**src/rtl/mode_select_ram.sv**
```systemverilog
// Simple dual-port RAM (one write port, one read port) with a self-clearing INIT sweep,
// a configurable read/write collision policy and an optional output pipeline stage.
module mode_select_ram #(
    parameter int ADDRESS_WIDTH = 4,
    parameter int DATA_WIDTH    = 8,
    parameter int MODE          = 0,
    parameter int OUT_REG       = 0,
    parameter int INIT_VALUE    = 100
) (
    input  logic                     clock,
    input  logic                     reset,
    input  logic                     we,
    input  logic [ADDRESS_WIDTH-1:0] addr_a,
    input  logic [DATA_WIDTH-1:0]    din,
    input  logic                     re,
    input  logic [ADDRESS_WIDTH-1:0] addr_b,
    output logic [DATA_WIDTH-1:0]    dout,
    output logic                     dout_valid,
    output logic                     busy,
    output logic [7:0]               collision_count
);
    localparam int DEPTH = 2 ** ADDRESS_WIDTH;

    localparam logic [0:0] ST_INIT  = 1'b0;
    localparam logic [0:0] ST_READY = 1'b1;

    localparam logic [ADDRESS_WIDTH-1:0] LAST_ADDR = '1;
    localparam logic [DATA_WIDTH-1:0]    INIT_WORD = DATA_WIDTH'(INIT_VALUE);

    logic [0:0]               state_q, state_d;
    logic [ADDRESS_WIDTH-1:0] ptr_q, ptr_d;
    logic [7:0]               coll_cnt_q, coll_cnt_d;
    logic [DATA_WIDTH-1:0]    dout1_q, dout1_d;
    logic                     vld1_q, vld1_d;

    logic [DATA_WIDTH-1:0]    mem_q [DEPTH];

    logic                     ready;
    logic                     rd_acc;
    logic                     coll;
    logic                     mem_we;
    logic [ADDRESS_WIDTH-1:0] mem_waddr;
    logic [DATA_WIDTH-1:0]    mem_wdata;
    logic [DATA_WIDTH-1:0]    rd_word;

    assign ready   = (state_q == ST_READY);
    assign rd_acc  = ready && re;
    assign coll    = ready && we && re && (addr_a == addr_b);
    assign rd_word = mem_q[addr_b];

    // ---------------- FSM and init pointer ----------------
    always_comb begin
        state_d = state_q;
        ptr_d   = ptr_q;
        if (state_q == ST_INIT) begin
            ptr_d = ptr_q + 1'b1;
            if (ptr_q == LAST_ADDR) begin
                state_d = ST_READY;
            end
        end
    end

    always_ff @(posedge clock or posedge reset) begin
        if (reset) begin
            state_q <= ST_INIT;
            ptr_q   <= '0;
        end else begin
            state_q <= state_d;
            ptr_q   <= ptr_d;
        end
    end

    // ---------------- Memory array (never reset; cleared by the sweep) ----------------
    always_comb begin
        mem_we    = 1'b0;
        mem_waddr = addr_a;
        mem_wdata = din;
        if (!reset) begin
            if (state_q == ST_INIT) begin
                mem_we    = 1'b1;
                mem_waddr = ptr_q;
                mem_wdata = INIT_WORD;
            end else begin
                mem_we = we;
            end
        end
    end

    always_ff @(posedge clock) begin
        if (mem_we) begin
            mem_q[mem_waddr] <= mem_wdata;
        end
    end

    // ---------------- Read stage with collision policy ----------------
    // rd_word is the pre-edge contents, so READ_FIRST falls out naturally.
    always_comb begin
        vld1_d  = rd_acc;
        dout1_d = dout1_q;
        if (rd_acc) begin
            case (MODE)
                1:       dout1_d = coll ? din : rd_word;
                2: begin
                    if (coll) begin
                        vld1_d = 1'b0;
                    end else begin
                        dout1_d = rd_word;
                    end
                end
                default: dout1_d = rd_word;
            endcase
        end
    end

    always_ff @(posedge clock or posedge reset) begin
        if (reset) begin
            dout1_q <= '0;
            vld1_q  <= 1'b0;
        end else begin
            dout1_q <= dout1_d;
            vld1_q  <= vld1_d;
        end
    end

    // ---------------- Saturating collision counter ----------------
    always_comb begin
        coll_cnt_d = coll_cnt_q;
        if (coll && (coll_cnt_q != 8'hFF)) begin
            coll_cnt_d = coll_cnt_q + 8'd1;
        end
    end

    always_ff @(posedge clock or posedge reset) begin
        if (reset) begin
            coll_cnt_q <= '0;
        end else begin
            coll_cnt_q <= coll_cnt_d;
        end
    end

    // ---------------- Optional output stage ----------------
    generate
        if (OUT_REG != 0) begin : g_out_reg
            logic [DATA_WIDTH-1:0] dout2_q;
            logic                  vld2_q;

            always_ff @(posedge clock or posedge reset) begin
                if (reset) begin
                    dout2_q <= '0;
                    vld2_q  <= 1'b0;
                end else begin
                    dout2_q <= dout1_q;
                    vld2_q  <= vld1_q;
                end
            end

            assign dout       = dout2_q;
            assign dout_valid = vld2_q;
        end else begin : g_no_out_reg
            assign dout       = dout1_q;
            assign dout_valid = vld1_q;
        end
    endgenerate

    assign busy            = (state_q == ST_INIT);
    assign collision_count = coll_cnt_q;

endmodule

```
**config.mk**
```make
export PLATFORM = sky130hd
export DESIGN_NAME = mode_select_ram
export DESIGN_NICKNAME = d
export VERILOG_FILES = /design/src/rtl/mode_select_ram.sv
export SDC_FILE = /design/constraint.sdc
export NUM_CORES = 1
export LEC_CHECK = 0
export ABC_AREA = 1
export CELL_PAD_IN_SITES_DETAIL_PLACEMENT = 0
export CELL_PAD_IN_SITES_GLOBAL_PLACEMENT = 1
export CORE_ASPECT_RATIO = 1.4
export CORE_MARGIN = 10
export CORE_UTILIZATION = 45
export CTS_BUF_LIST = sky130_fd_sc_hd__clkbuf_16
export DETAILED_ROUTE_END_ITERATION = 12
export PLACE_DENSITY = 0.72
export RECOVER_POWER = 25
export SYNTH_ARGS = -nofsm -noshare
export SYNTH_HDL_FRONTEND = slang
export SYNTH_SLANG_ARGS = --single-unit
```
**constraint.sdc**
```tcl
create_clock -name clock -period 2.4 [get_ports clock]
set_input_delay 0.48 -clock clock [delete_from_list [all_inputs] [get_ports clock]]
set_output_delay 0.48 -clock clock [all_outputs]
set_load 0.005 [all_outputs]
```
==> flow_summary.toml, run 1 <==
[power_and_ir_drop]
p_per_area_nw_per_um2 = 768.5
peakVddDrop_mv = 0.5817
leakage_nw = 3.013

[place]
place_hpwl_um = 11110
io_buffers = 37
gp_congestion = 0.8607
postPlaceCellArea_um2 = 7121

[yosys]
yosysWarningCount = 0
postSynthAreaPerCell_um2 = 10.70
seq_area_frac_synth_pct = 68.88
mappedNetlistArea_um2 = 6380
synth_seq_cells = 150
synth_cell_type_count = 25
synth_nets = 618
synth_cells = 596

[sta]
max_freq_mhz = 474.8
hold_violations = 0
relSlewSlack_pct = 37.02
rsz0062_at_grt = "false"
fin_skew_ps = 7.519
drv_slew = 0
period_needed_ps = 2106
min_period_over_period_pct = 87.76
setup_viol = 0
worst_pin_slew_ps = 944.7

[setup_path]
critPathKind = "input port to register"
r2r_setup_slack_ps = 450
ff2ff_path_depth = 6
worstPathArrival_ps = 2240
r2r-start = "ready"
r2r_end = "mem_q[11][5]"
crit_required_ps = 2530
end_kind = "register"
cp_max_fo = 9
start_kind = "input port"

[die]
core_um2 = 13910
dieWidth_um = 120.6
start_util_pct = 45.86
ioPinCount = 38
num_rows = 51
die_area_um2 = 19410
die_h_um = 160.9

[detailed_routing]
postRouteAntennaNets = 0
first_pass_iters = 5
wl_per_cell_um = 18.74
routed_via_density = 5.077
vias = 4356
drt_iter0_drc = 307
remaining_drc_errors = 0
drt-total-wl_um = 16080

[clock_tree]
cts_buffers = 17
clkTransAtPathRegs_ps = 60
cts_root_buffer = "clkbuf_16"
cts_tree = "yes"
cts_setup_buffers = 0
cts_hold_buf = 0
cts_resized = 0
cts_sinks = 150
clock_path_buffers = 2
htree_levels = 4
clkLatencyLatePin_ps = 420

[flow_run]
max-cap-violations = 0

[finish]
fin_util_pct = 55.12
fill_cells = 1284
syn_to_final_growth_pct = 20.18
drive_above_1_share_pct = 12.48
n_antenna_cell = 0
final_cell_area_um2 = 7667
fin_nets = 682

[global_routing]
grt_first_pass_wirelength_um = 24990
gr-total-overflow = 0
grt_max_degree = 41
gr-usage-all-layers_pct = 17.18
grt_pass1_vias = 4411
antenna_found_initial = 0

[hold_path]
min-delay-start = "dout[6]"
hold_path_depth = 2
hp-class = "register to register"
holdPathEnd = "dout[6]"

[outcome]
status = "finished clean"
## state kept, by name, indices dropped and copies added (netlist names)
signal / count
collision_count: 8
dout: 8
dout_valid: 1
mem_q: 128
ptr_q: 4
ready: 1
## metal layers
metal  GRT usage, %  up-vias  share of wire, %
met5              0        -                 0
met4          7.426        0               2.8
met3          3.895       26               4.9
met2          30.25      126                53
met1          19.31     2068                39
li1               -     2136                 -
## cell families (layout without fill, tap and decap cells)
group / Yosys count / count (layout) / synth area share, %
xor gates and xnor gates: 10 / 10 / 1.373
DFF: 150 / 150 / 68.88
adders and majority gates: 2 / 2 / 0.3922
AOI/OAI and AO/OA: 13 / 13 / 1.530
buffers and inverters: 56 / 133 / 3.844
and+or+nand+nor: 365 / 365 / 23.99
## power by group
group          total [W]  internal, W  switching (W)
clock network    0.00254      0.00145        0.00109
registers        0.00290      0.00287      0.0000231
logic           0.000455     0.000170       0.000286
## stage by stage
stage | hold WS, ps | power [W] | instances | setup TNS, ps | setup WS, ps
global placement | 464.3 | 0.003411 | 826 | 0 | 27.56
CTS | 435.5 | 0.005950 | 858 | 0 | 249.7
floorplan | 468.6 | 0.003189 | 596 | 0 | 485.6
global route | 495.1 | 0.006095 | 858 | 0 | 156.8
detailed placement | 465.3 | 0.003416 | 826 | -175.5 | -22.15
finish | 475.6 | 0.005893 | 858 | 0 | 293.7
## layout by cell type, fill, tap and decap left out, types with 2 or more instances in the layout
cell	synthesis	final
o21ai_2	7	7
nand4_1	4	4
edfxtp_1	128	128
clkbuf_2	0	5
dfrtp_1	22	22
clkbuf_16	0	17
o21ai_1	3	3
nor2_1	27	27
xnor2_1	6	6
or2_2	3	3
clkbuf_1	7	2
inv_6	0	5
clkdlybuf4s50_1	0	35
clkinvlp_4	0	2
nand3_1	103	103
clkinv_4	1	5
xor2_1	4	4
ha_1	2	2
inv_1	24	24
buf_4	0	26
nand2_1	224	225
inv_2	4	4
## critical path: stages
cell and delay (ps):
dlygate4sd3_1 570, nor2_2 290, nand2_1 90, o21ai_1 160, nand3_1 250, nor2_1 210, buf_4 190
## worst max path at each step
stage               slack [ps]  startpoint  cells after the start            to
global placement            30       reset                      7  mem_q[11][7]
detailed placement         -20       reset                      7  mem_q[11][0]
global route               160       reset                      7  mem_q[11][7]
floorplan                  490       reset                      6   mem_q[0][0]
CTS                        250       ready                      2          busy
finish                     290       reset                      7  mem_q[11][5]
## final cells by class
type / instances / area [um2] / area share (%)
clock inverter: 15 / 143.9 / 1.877
timing repair buffer: 72 / 620.6 / 8.094
sequential: 150 / 4394 / 57.31
clock buffer: 17 / 425.4 / 5.548
multi-input combinational: 390 / 1738 / 22.67
tap: 185 / 231.5 / 3.019
inverter: 29 / 113.9 / 1.485
## synth_stat cells
cell	instances	area, um2
o21ai_1	3	15.01
or2_2	3	18.77
clkbuf_1	7	26.28
buf_2	18	90.09
nor2_1	27	101.4
inv_1	24	90.09
nand4_1	4	25.02
nand3_1	103	515.5
o21ai_0	1	5.000
xor2_1	4	35.03
nand3_2	1	10.01
o21ai_2	7	61.31
edfxtp_1	128	3844
buf_6	1	11.26
nor2_2	1	6.260
ha_1	2	25.02
o21a_1	1	7.510
xnor2_1	6	52.55
nand2_1	224	840.8
dfrtp_1	22	550.5
nand2_2	2	12.51
a21oi_2	1	8.760
clkinv_4	1	8.760
inv_2	4	15.01
buf_1	1	3.750
No activity file was read; power rests on OpenSTA's default activity.
==> run 2, diff against run 1 <==
--- a/config.mk
+++ b/config.mk
@@ -11,9 +11,9 @@
 export CORE_ASPECT_RATIO = 1.4
 export CORE_MARGIN = 10
 export CORE_UTILIZATION = 45
-export CTS_BUF_LIST = sky130_fd_sc_hd__clkbuf_16
+export CTS_BUF_LIST = sky130_fd_sc_hd__clkbuf_2 sky130_fd_sc_hd__clkbuf_4 sky130_fd_sc_hd__clkbuf_8
 export DETAILED_ROUTE_END_ITERATION = 12
-export PLACE_DENSITY = 0.72
+export PLACE_DENSITY = 0.87
 export RECOVER_POWER = 25
 export SYNTH_ARGS = -nofsm -noshare
 export SYNTH_HDL_FRONTEND = slang
==> run 2 against run 1 <==
Fmax shrank 0.69%. Largest cell class unchanged. First-iteration DRC count grew 26%. Die area is the same. Critical path depth is the same.
==> flow_summary.toml, run 2 (synthesis gave the netlist of run 1 again) <==
[detailed_routing]
first_pass_iters = 7
drt_iter0_drc = 388
wl_per_cell_um = 18.64
remaining_drc_errors = 0
vias = 4450
postRouteAntennaNets = 0
drt-total-wl_um = 15960
routed_via_density = 5.199

[clock_tree]
cts_tree = "yes"
cts_setup_buffers = 0
cts_resized = 0
cts_buffers = 17
clkTransAtPathRegs_ps = 80
htree_levels = 4
cts_root_buffer = "clkbuf_8"
cts_sinks = 150
cts_hold_buf = 0
clkLatencyLatePin_ps = 430
clock_path_buffers = 2

[sta]
period_needed_ps = 2121
drv_slew = 0
min_period_over_period_pct = 88.37
finalSetupTns_ps = 0
worst_pin_slew_ps = 704.1
setup_viol = 0
rsz0062_at_grt = "false"
relSlewSlack_pct = 53.06
hold_ws_ps = 484.9
fin_skew_ps = 9.785
fin_ws_ps = 279.1
hold_violations = 0
max_freq_mhz = 471.5

[die]
start_util_pct = 45.86
num_rows = 51
ioPinCount = 38
die_area_um2 = 19410
core_um2 = 13910
die_h_um = 160.9
dieWidth_um = 120.6

[global_routing]
gr-total-overflow = 0
gr-usage-all-layers_pct = 16.63
grt_pass1_vias = 4391
grt_first_pass_wirelength_um = 24680
grt_max_degree = 66
antenna_found_initial = 0

[setup_path]
r2r_setup_slack_ps = 460
critPathKind = "input port to register"
cp_max_fo = 9
crit_required_ps = 2550
end_kind = "register"
slowest_stage = "dlygate4sd3_1"
cpPeakStageDelay_ps = 580
start_kind = "input port"
worstPathArrival_ps = 2270
worstPathCellList = "dlygate4sd3_1 > nor2_2 > nand2_1 > o21ai_1 > nand3_1 > nor2_1 > buf_4"

[finish]
regMostFlops = "mem_q"
n_antenna_cell = 0
drive_above_1_share_pct = 11.92
largest_reg_flops = 128
fin_nets = 680
syn_to_final_growth_pct = 17.57
final_cell_mix = "nand2_1 (225), edfxtp_1 (128), nand3_1 (103)"
final_common_cell = "nand2_1"
fin_util_pct = 53.92
fin_cells = 856

[place]
io_buffers = 37
place_hpwl_um = 10950
pre_cts_ws_ps = -37.26
placedCellCount = 824
gp_congestion = 0.8824

[hold_path]
hp-class = "register to register"

[power_and_ir_drop]
p_per_area_nw_per_um2 = 706.7
peakVddDrop_mv = 0.4032
leakage_nw = 2.933

[flow_run]
max-cap-violations = 0

[outcome]
status = "finished clean"
## run 2: per-layer routing
metal / part of all wire, % / up-vias / routed length [um] / global-route usage (%)
met5: 0 / - / 0 / 0
met4: 3.6 / 0 / 580 / 8.636
met3: 5.5 / 43 / 882 / 3.228
met2: 53 / 186 / 8529 / 29.93
met1: 37 / 2091 / 5964 / 17.88
li1: - / 2130 / - / -
## run 2: path summary, 6_finish.rpt
check,from,endpoint,cells past startpoint
min,dout[1],dout[1],2
min in group asynchronous,reset,dout[2],2
max reg2reg,ready,mem_q[1][1],6
min reg2reg,dout[1],dout[1],2
max in group asynchronous,reset,ready,3
max,reset,mem_q[1][1],7
## run 2: power breakdown
group	internal, W	switching, W	total [W]
registers	0.00287	0.0000245	0.00289
clock network	0.00105	0.000904	0.00195
logic	0.000171	0.000287	0.000457
total	0.00409	0.00121	0.00530
## run 2: area by class of cell
| class | count | area (um2) |
|---|---|---|
| sequential | 150 | 4394 |
| tap | 185 | 231.5 |
| multi-input combinational | 390 | 1738 |
| fill | 1242 | 6410 |
| inverter | 29 | 113.9 |
| clock buffer | 19 | 249.0 |
| clock inverter | 13 | 156.4 |
| timing repair buffer | 70 | 618.1 |
## run 2: metrics by stage
step | instance area, um2 | power (W)
floorplan | 6380 | 0.003189
CTS | 7523 | 0.005323
detailed placement | 7118 | 0.003414
finish | 7501 | 0.005301
global route | 7501 | 0.005484
global placement | 7118 | 0.003404
## run 2: worst max-delay path: cells and delay by family
family | cells | cell delay [ps]
AO/OA/AOI/OAI | 1 | 170
AND/OR/NAND/NOR | 4 | 850
buffers and inverters | 2 | 760
==> run 3, diff against run 2 <==
--- a/config.mk
+++ b/config.mk
@@ -6,14 +6,13 @@
 export NUM_CORES = 1
 export LEC_CHECK = 0
 export ABC_AREA = 1
-export CELL_PAD_IN_SITES_DETAIL_PLACEMENT = 0
-export CELL_PAD_IN_SITES_GLOBAL_PLACEMENT = 1
 export CORE_ASPECT_RATIO = 1.4
 export CORE_MARGIN = 10
 export CORE_UTILIZATION = 45
 export CTS_BUF_LIST = sky130_fd_sc_hd__clkbuf_2 sky130_fd_sc_hd__clkbuf_4 sky130_fd_sc_hd__clkbuf_8
 export DETAILED_ROUTE_END_ITERATION = 12
-export PLACE_DENSITY = 0.87
+export HOLD_SLACK_MARGIN = 0.1
+export PLACE_DENSITY = 0.74
 export RECOVER_POWER = 25
 export SYNTH_ARGS = -nofsm -noshare
 export SYNTH_HDL_FRONTEND = slang
==> run 3 against run 2 <==
Utilization shrank 0.26 points. Power shrank 3.7%. Register-to-register slack lost 140 ps. Worst hold slack is essentially flat. Combinational power shrank 2%. Critical path type unchanged. Largest power group unchanged. Highest routed layer unchanged.
==> flow_summary.toml, run 3 (synthesis gave the netlist of run 1 again) <==
[setup_path]
critPathKind = "input port to register"
ff2ff_path_depth = 4
slowest_stage = "dlygate4sd3_1"
worstPathArrival_ps = 2440
end_kind = "register"
worstPathCellList = "dlygate4sd3_1 > nor2_1 > clkbuf_1 > or2_2 > clkbuf_2"
crit_required_ps = 2580
start_kind = "input port"
cpPeakStageDelay_ps = 580
cp_max_fo = 16

[clock_tree]
cts_root_buffer = "clkbuf_8"
cts_tree = "yes"
cts_hold_buf = 0
clkTransAtPathRegs_ps = 80
cts_buffers = 17
htree_levels = 4
clock_path_buffers = 2
cts_resized = 0
clkLatencyLatePin_ps = 450
cts_sinks = 150
cts_setup_buffers = 0

[place]
io_buffers = 37
place_hpwl_um = 10290
gp_congestion = 0.9102

[sta]
worst_pin_slew_ps = 679.8
min_period_over_period_pct = 93.98
rsz0062_at_grt = "false"
fin_skew_ps = 11.26
period_needed_ps = 2256
hold_violations = 0
setup_viol = 0
max_freq_mhz = 443.3
drv_slew = 0
finalSetupTns_ps = 0
relSlewSlack_pct = 54.68

[detailed_routing]
vias = 4483
postRouteAntennaNets = 0
remaining_drc_errors = 0
wl_per_cell_um = 17.19
drt-total-wl_um = 14740
first_pass_iters = 5
routed_via_density = 5.231
drt_iter0_drc = 553

[finish]
final_common_cell = "nand2_1"
fill_cells = 1181
regMostFlops = "mem_q"
fin_nets = 681
drive_above_1_share_pct = 12.35
final_cell_mix = "nand2_1 (225), edfxtp_1 (128), nand3_1 (103)"
largest_reg_flops = 128
n_antenna_cell = 0
syn_to_final_growth_pct = 17.00

[global_routing]
antenna_found_initial = 0
gr-total-overflow = 0
gr-usage-all-layers_pct = 15.51
grt_pass1_vias = 4347
grt_first_pass_wirelength_um = 22840
grt_max_degree = 45

[power_and_ir_drop]
p_per_area_nw_per_um2 = 684.0
total_power_w = 0.005106
peakVddDrop_mv = 0.3219
leakage_nw = 2.927

[die]
ioPinCount = 38
die_h_um = 160.9
die_area_um2 = 19410
core_um2 = 13910
start_util_pct = 45.86
num_rows = 51
dieWidth_um = 120.6

[flow_run]
max-cap-violations = 0

[hold_path]
hold_path_depth = 2
hp-class = "register to register"

[outcome]
status = "finished clean"
==> run 3: changes by cell type in the layout (fill, tap and decap cells not counted) <==
cell | before | now
inv_6 | 1 | 8
bufinv_16 | 3 | 0
clkinv_1 | 3 | 0
inv_8 | 0 | 3
clkbuf_4 | 2 | 0
clkinv_4 | 4 | 2
buf_4 | 24 | 25
clkinv_2 | 1 | 2
clkinvlp_4 | 2 | 1
nor2_1 | 27 | 28
nor2_2 | 1 | 0
==> run 3: area by class of cell <==
type / instances / area [um2] / area share, %
flip-flops and latches: 150 / 4394 / 58.87
multi-input cells: 390 / 1735 / 23.25
repair buffers: 71 / 625.6 / 8.381
clock buffers: 17 / 234.0 / 3.134
well taps: 185 / 231.5 / 3.101
clock inverters: 15 / 130.1 / 1.743
inverters: 29 / 113.9 / 1.525
==> run 3: power breakdown <==
group          switching [W]  leakage [nW]  internal (W)  total, W
registers          0.0000237          1.44       0.00287   0.00289
logic               0.000277          1.30      0.000171  0.000448
clock network        0.00101         0.189      0.000758   0.00177
==> run 3: worst max-delay path: cells and delay by family <==
| family | cells | cell delay [ps] |
|---|---|---|
| buffers and inverters | 3 | 1330 |
| and+or+nand+nor | 2 | 620 |
==> run 3: through the flow <==
stage	worst slack (ps)	hold slack (ps)	util [%]	instance area [um2]	cells
after floorplan	485.6	468.6	-	6380	596
after global placement	96.04	464.6	51.49	7163	825
after detailed placement	67.62	465.0	51.49	7163	825
after CTS	238.1	373.0	54.11	7527	857
after global routing	101.4	500.8	53.66	7465	857
final	144.4	485.0	53.66	7465	857
==> run 3: path summary, 6_finish.rpt <==
check                        start                  to  slack, ps
max                          reset        mem_q[12][5]        140
min                        dout[2]             dout[2]        490
max reg2reg                  ready        mem_q[12][5]        320
min reg2reg                dout[2]             dout[2]        490
max in group asynchronous    reset            ptr_q[2]        970
min in group asynchronous    reset  collision_count[3]        500
==> run 3: per-layer routing <==
metal  track usage [%]  routed length [um]  vias to the layer above
met3             3.684                 986                       31
li1                  -                   -                     2138
met4             7.481                 466                        0
met5                 0                   0                        -
met1             17.30                5684                     2139
met2             26.96                7598                      175
